**src/rtl/ram_arb_pkg.sv**
```systemverilog
// ram_arb_pkg: shared widths and types for the two-port RAM arbiter.
package ram_arb_pkg;
  localparam int AW_DEF = 10;
  localparam int DW_DEF = 8;
  typedef logic req_id_t;
  typedef struct packed {
    logic    valid;
    req_id_t id;
    logic    err;
  } rd_ent_t;
endpackage

```
**src/rtl/rr_arb2.sv**
```systemverilog
// rr_arb2: 2-way round-robin arbiter; the pointer moves only when a grant is issued.
module rr_arb2 (
  input  logic       clk,
  input  logic       rst_n,
  input  logic [1:0] req,
  output logic [1:0] gnt
);
  logic ptr_q, ptr_d;
  // ptr_q = 1 favours requester 1 on contention
  always_comb begin
    gnt   = !rst_n ? 2'b00 : (&req) ? (ptr_q ? 2'b10 : 2'b01) : req;
    ptr_d = (|gnt) ? gnt[0] : ptr_q;
  end
  always_ff @(posedge clk or negedge rst_n)
    if (!rst_n) ptr_q <= 1'b0;
    else        ptr_q <= ptr_d;
endmodule

```
**src/rtl/ram_arbiter.sv**
```systemverilog
// ram_arbiter: shares one registered single-port RAM between two requesters,
// returning read data two cycles after acceptance; word 0 is unimplemented.
module ram_arbiter
  import ram_arb_pkg::*;
#(
  parameter int AW = AW_DEF,
  parameter int DW = DW_DEF
) (
  input  logic          clk,
  input  logic          rst_n,
  input  logic          req0_valid,
  input  logic          req0_wr,
  input  logic [AW-1:0] req0_addr,
  input  logic [DW-1:0] req0_wdata,
  output logic          req0_gnt,
  output logic          req0_rvalid,
  output logic [DW-1:0] req0_rdata,
  output logic          req0_rerr,
  input  logic          req1_valid,
  input  logic          req1_wr,
  input  logic [AW-1:0] req1_addr,
  input  logic [DW-1:0] req1_wdata,
  output logic          req1_gnt,
  output logic          req1_rvalid,
  output logic [DW-1:0] req1_rdata,
  output logic          req1_rerr,
  output logic [AW-1:0] mem_add,
  output logic          mem_wr,
  output logic [DW-1:0] mem_data_in,
  input  logic [DW-1:0] mem_data_out
);
  logic [1:0]    gnt;
  logic          acc;
  req_id_t       sel;
  logic          c_wr;
  logic [AW-1:0] c_addr;
  logic [DW-1:0] c_wdata;
  logic [AW-1:0] mem_add_q, mem_add_d;
  logic          mem_wr_q, mem_wr_d;
  logic [DW-1:0] mem_data_in_q, mem_data_in_d;
  rd_ent_t       s1_q, s1_d, s2_q, s2_d;

  rr_arb2 u_arb (
    .clk   (clk),
    .rst_n (rst_n),
    .req   ({req1_valid, req0_valid}),
    .gnt   (gnt)
  );

  always_comb begin
    acc           = |gnt;
    sel           = gnt[1];
    c_wr          = sel ? req1_wr : req0_wr;
    c_addr        = sel ? req1_addr : req0_addr;
    c_wdata       = sel ? req1_wdata : req0_wdata;
    mem_add_d     = acc ? c_addr : mem_add_q;
    mem_data_in_d = acc ? c_wdata : mem_data_in_q;
    mem_wr_d      = acc & c_wr & (c_addr != '0);
    s1_d.valid    = acc & ~c_wr;
    s1_d.id       = sel;
    s1_d.err      = c_addr == '0;
    s2_d          = s1_q;
  end

  always_ff @(posedge clk or negedge rst_n)
    if (!rst_n) begin
      mem_add_q     <= '0;
      mem_wr_q      <= 1'b0;
      mem_data_in_q <= '0;
      s1_q          <= '0;
      s2_q          <= '0;
    end else begin
      mem_add_q     <= mem_add_d;
      mem_wr_q      <= mem_wr_d;
      mem_data_in_q <= mem_data_in_d;
      s1_q          <= s1_d;
      s2_q          <= s2_d;
    end

  // stage 2 lines up with the RAM's registered read data
  assign req0_gnt    = gnt[0];
  assign req1_gnt    = gnt[1];
  assign req0_rvalid = s2_q.valid & (s2_q.id == 1'b0);
  assign req1_rvalid = s2_q.valid & (s2_q.id == 1'b1);
  assign req0_rerr   = req0_rvalid & s2_q.err;
  assign req1_rerr   = req1_rvalid & s2_q.err;
  assign req0_rdata  = (req0_rvalid & ~s2_q.err) ? mem_data_out : '0;
  assign req1_rdata  = (req1_rvalid & ~s2_q.err) ? mem_data_out : '0;
  assign mem_add     = mem_add_q;
  assign mem_wr      = mem_wr_q;
  assign mem_data_in = mem_data_in_q;
endmodule

```
**config.mk**
```make
export PLATFORM = sky130hd
export DESIGN_NAME = ram_arbiter
export DESIGN_NICKNAME = d
export VERILOG_FILES = /design/src/rtl/ram_arb_pkg.sv /design/src/rtl/rr_arb2.sv /design/src/rtl/ram_arbiter.sv
export SDC_FILE = /design/constraint.sdc
export NUM_CORES = 1
export LEC_CHECK = 0
export ABC_AREA = 1
export BUFFER_PORTS_ARGS = -buffer_cell sky130_fd_sc_hd__buf_4
export CAP_MARGIN = 20
export CORE_ASPECT_RATIO = 1.1
export CORE_UTILIZATION = 41
export DETAILED_ROUTE_END_ITERATION = 8
export PLACE_DENSITY_LB_ADDON = 0.15
export SKIP_LAST_GASP = 1
export SLEW_MARGIN = 20
export SYNTH_ARGS = -nofsm -noshare
export SYNTH_HDL_FRONTEND = slang
export SYNTH_SLANG_ARGS = --single-unit
```
**constraint.sdc**
```tcl
create_clock -name clk -period 1.4 [get_ports clk]
set_input_delay 0.07 -clock clk [delete_from_list [all_inputs] [get_ports clk]]
set_output_delay 0.07 -clock clk [all_outputs]
set_load 0.01 [all_outputs]
```
==> metrics.json <==
{
  "min_period": {"value": 1400, "unit": "ps"},
  "crit_path_max_incr_delay": {"value": 420, "unit": "ps"},
  "clock_latency": {"value": 320, "unit": "ps"},
  "total_iterations_of_the_first_detailed_routing_run": {"value": 4},
  "final_cell_count_no_fill": {"value": 321},
  "area_share_of_the_leading_cell_type_in_the_synthesized_netlist": {"value": 49.81, "unit": "%"},
  "total_congestion_overflow_after_global_routing": {"value": 0},
  "cp.arrival": {"value": 1330, "unit": "ps"},
  "timing.setup.critical_path_class": {"value": "reg2out"},
  "synth_area_per_cell": {"value": 7.594, "unit": "um2"},
  "design.final.nets": {"value": 338},
  "timing.hold.worst.class": {"value": "in2reg"},
  "gr-usage-all-layers": {"value": 23.81, "unit": "%"},
  "critical_path.endpoint_type": {"value": "output pin"},
  "cp.required": {"value": 1330, "unit": "ps"},
  "crit_path_top_delay_cell": {"value": "dfrtp_1"},
  "critical_path.cell_chain": {"value": "inv_2 -> nand2_2 -> nand2_4 -> inv_4 -> buf_4 -> buf_4"},
  "worstReg2RegEnd": {"value": "mem_wr"},
  "total_i_o_pin_count": {"value": 91},
  "path_common_cell": {"value": "buf_4"},
  "crit_fanout": {"value": 7},
  "hold_violations": {"value": 0},
  "timing.max_slew.rel_slack": {"value": 79.26, "unit": "%"},
  "fmax": {"value": 714.3, "unit": "MHz"},
  "worst-path-stages": {"value": 6},
  "dr_total_vias": {"value": 1551},
  "synth-seq-cells": {"value": 26},
  "grt_first_pass_wirelength": {"value": 6.223, "unit": "mm"},
  "final_weighted_congestion_of_routability_driven_global_placement": {"value": 0.7432},
  "cts_tree": {"value": "yes"},
  "cp_num_buf_inv": {"value": 4},
  "clock_sink_count": {"value": 26},
  "cell_count_post_placement": {"value": 297},
  "design.die.area": {"value": 3416, "unit": "um2"},
  "finClkSkew": {"value": 8.869, "unit": "ps"},
  "postSynthCellCount": {"value": 172},
  "synth_area": {"value": 1306, "unit": "um2"},
  "power.ir.vdd_worst": {"value": 0.6983, "unit": "mV"},
  "synthToLayoutAreaGrowth": {"value": 82.47, "unit": "%"},
  "initial_core_util": {"value": 42.86, "unit": "%"},
  "rsz0062_at_grt": {"value": "true"},
  "fraction_of_layout_cells_with_a_size_suffix_above_1": {"value": 47.39, "unit": "%"},
  "first_global_vias": {"value": 1415},
  "slew_viol_final": {"value": 0},
  "remaining_routing_drc_violations": {"value": 0},
  "cts-root-buf": {"value": "clkbuf_4"},
  "timing.critical_path.to": {"value": "req1_gnt"},
  "p_per_cell_area": {"value": 909.0, "unit": "nW/um2"},
  "worstSetupStartpointType": {"value": "register"},
  "synth.net_count": {"value": 222},
  "first_iter_violations": {"value": 41},
  "tightestPinTransition": {"value": 311.1, "unit": "ps"},
  "placedInstanceArea": {"value": 2026, "unit": "um2"},
  "antenna_violations_before_repair": {"value": 0},
  "regToRegSetupSlack": {"value": 20, "unit": "ps"},
  "synth.largest_area_cell": {"value": "dfrtp_1"},
  "crit_path_start": {"value": "u_arb.ptr_q"},
  "chipWidth": {"value": 55.82, "unit": "um"},
  "yosysSeqAreaShare": {"value": 49.81, "unit": "%"},
  "top_post_synthesis_cells_by_area": {"value": "dfrtp_1, nand2_1, nor2_1, a31oi_1, inv_1"},
  "worst-r2r-cell-count": {"value": 10},
  "fp_rows": {"value": 21},
  "postRouteAntennaNets": {"value": 0},
  "viasPerCell": {"value": 4.832},
  "yosysWarningCount": {"value": 0},
  "final.period_utilization": {"value": 100.0, "unit": "%"},
  "dpl.hpwl": {"value": 2.731, "unit": "mm"},
  "power.total": {"value": 2167, "unit": "uW"},
  "cts_inserted_buffers": {"value": 3},
  "place.port_buffers": {"value": 90},
  "clock_tree.htree_level_count": {"value": 1},
  "clock_path_buffers": {"value": 2},
  "finalSetupViolations": {"value": 0},
  "maxCapViolations": {"value": 0},
  "rr_startpoint": {"value": "u_arb.ptr_q"},
  "vert_die_dim": {"value": 61.20, "unit": "um"},
  "clock_transition_time_at_the_flip_flop_clock_pins_of_the_worst_setup_and_hold_paths": {"value": 140, "unit": "ps"},
  "insertedDiodeCount": {"value": 0},
  "synth.lib_cells_used.distinct": {"value": 18},
  "average_wire_per_cell_in_the_routed_design": {"value": 12.75, "unit": "um"},
  "core_region_area": {"value": 3048, "unit": "um2"},
  "final_cell_area": {"value": 2384, "unit": "um2"},
  "wl": {"value": 4.094, "unit": "mm"},
  "critical_path.top_delay_family": {"value": "flip-flops"},
  "p_leak": {"value": 0.001259, "unit": "uW"},
  "status": {"value": "completed"},
  "grt_max_degree": {"value": 38}
}
## worst min-delay path by stage
stage | slack, ps | end | cells after the start | startpoint
final | 6 | mem_data_in[2] | 3 | req1_wdata[2]
after global routing | 0.03 | mem_data_in[2] | 3 | req0_wdata[2]
after CTS | 2 | mem_data_in[1] | 3 | req1_wdata[1]
after detailed placement | -130 | u_arb.ptr_q | 1 | rst_n
after global placement | -130 | u_arb.ptr_q | 1 | rst_n
after floorplan | -230 | mem_add[0] | 0 | rst_n
## synthesized netlist by cell type
master and instances:
nand2_1 49, nor2_1 43, dfrtp_1 26, a31oi_1 18
inv_1 12, nand3_1 7, buf_2 2, buf_4 2
inv_2 2, nand2_2 2, nor2_2 2, a21oi_1 1
buf_6 1, buf_8 1, clkinv_2 1, nand2_4 1
nor3_1 1, o21bai_1 1
## layout make-up
type	count	area, um2
flip-flops and latches	26	650.6
multi-input cells	125	634.4
repair buffers	117	954.7
inverters	15	65.06
clock buffers	4	36.28
fillers	240	664.4
well taps	34	42.54
## flip-flops by register name (all words and copies together), names as in the netlist
register,count
mem_add,10
mem_data_in,8
mem_wr,1
s1_q,3
s2_q,3
u_arb.ptr_q,1
## kinds of logic (layout without fill, tap and decap cells)
kind of cell,Yosys count,after routing,synth area share [%]
and+or+nand+nor,105,105,32.28
DFF,26,26,49.81
buffers and inverters,21,136,8.332
AOI/OAI and AO/OA,20,20,9.579
## layer usage
metal | wire length [um] | vias to the layer above | global-route usage (%)
met5 | 0 | - | 0
met4 | 91 | 0 | 9.408
met3 | 333 | 10 | 5.672
met2 | 2128 | 76 | 44.92
met1 | 1540 | 687 | 26.71
li1 | - | 778 | -
## worst register-to-register path: cells and delay by family (launching register included)
kind	cells	cell delay [ps]
buffers and inverters	2	210
AND/OR/NAND/NOR	8	670
flip-flops	1	400
## metrics by stage
stage | worst slack [ps] | utilization [%] | hold WS (ps) | TNS [ps]
final | 0.002887 | 78.20 | 5.971 | 0
after global routing | -123.6 | 78.20 | 0.03414 | -407.0
after CTS | 6.012 | 72.54 | 1.803 | 0
after detailed placement | -48.88 | 66.46 | -131.4 | -155.9
after global placement | 33.42 | 66.46 | -129.8 | 0
after floorplan | 104.7 | - | -225.6 | 0
## what timing repair did
item / 4_1_cts / 5_1_grt
setup endpoints to repair: 20 / 27
setup buffers: 0 / 2
gates resized for setup: 4 / 32
hold buffers: 14 / 3
endpoints found under the hold margin: 33 / 3
cloned: 0 / 1
pin swaps: 0 / 4
## layout by cell type, fill, tap and decap left out, types with 3 or more instances in the layout
cell type | Yosys | final
nand2_1 | 49 | 39
nor2_2 | 2 | 8
a31oi_1 | 18 | 18
nand2_4 | 1 | 5
dlygate4sd3_1 | 0 | 17
clkbuf_4 | 0 | 3
buf_4 | 2 | 97
nand3_1 | 7 | 3
nand3_2 | 0 | 4
inv_1 | 12 | 9
dfrtp_1 | 26 | 26
nand2_2 | 2 | 8
inv_2 | 2 | 3
nor2_1 | 43 | 36
## power by group
| part | total, uW | switching (uW) | internal (uW) |
|---|---|---|---|
| Sequential | 962 | 79.7 | 882 |
| Clock | 378 | 219 | 159 |
| Combinational | 827 | 389 | 438 |
| Total | 2170 | 688 | 1480 |
(Power assumes the default switching activity.)
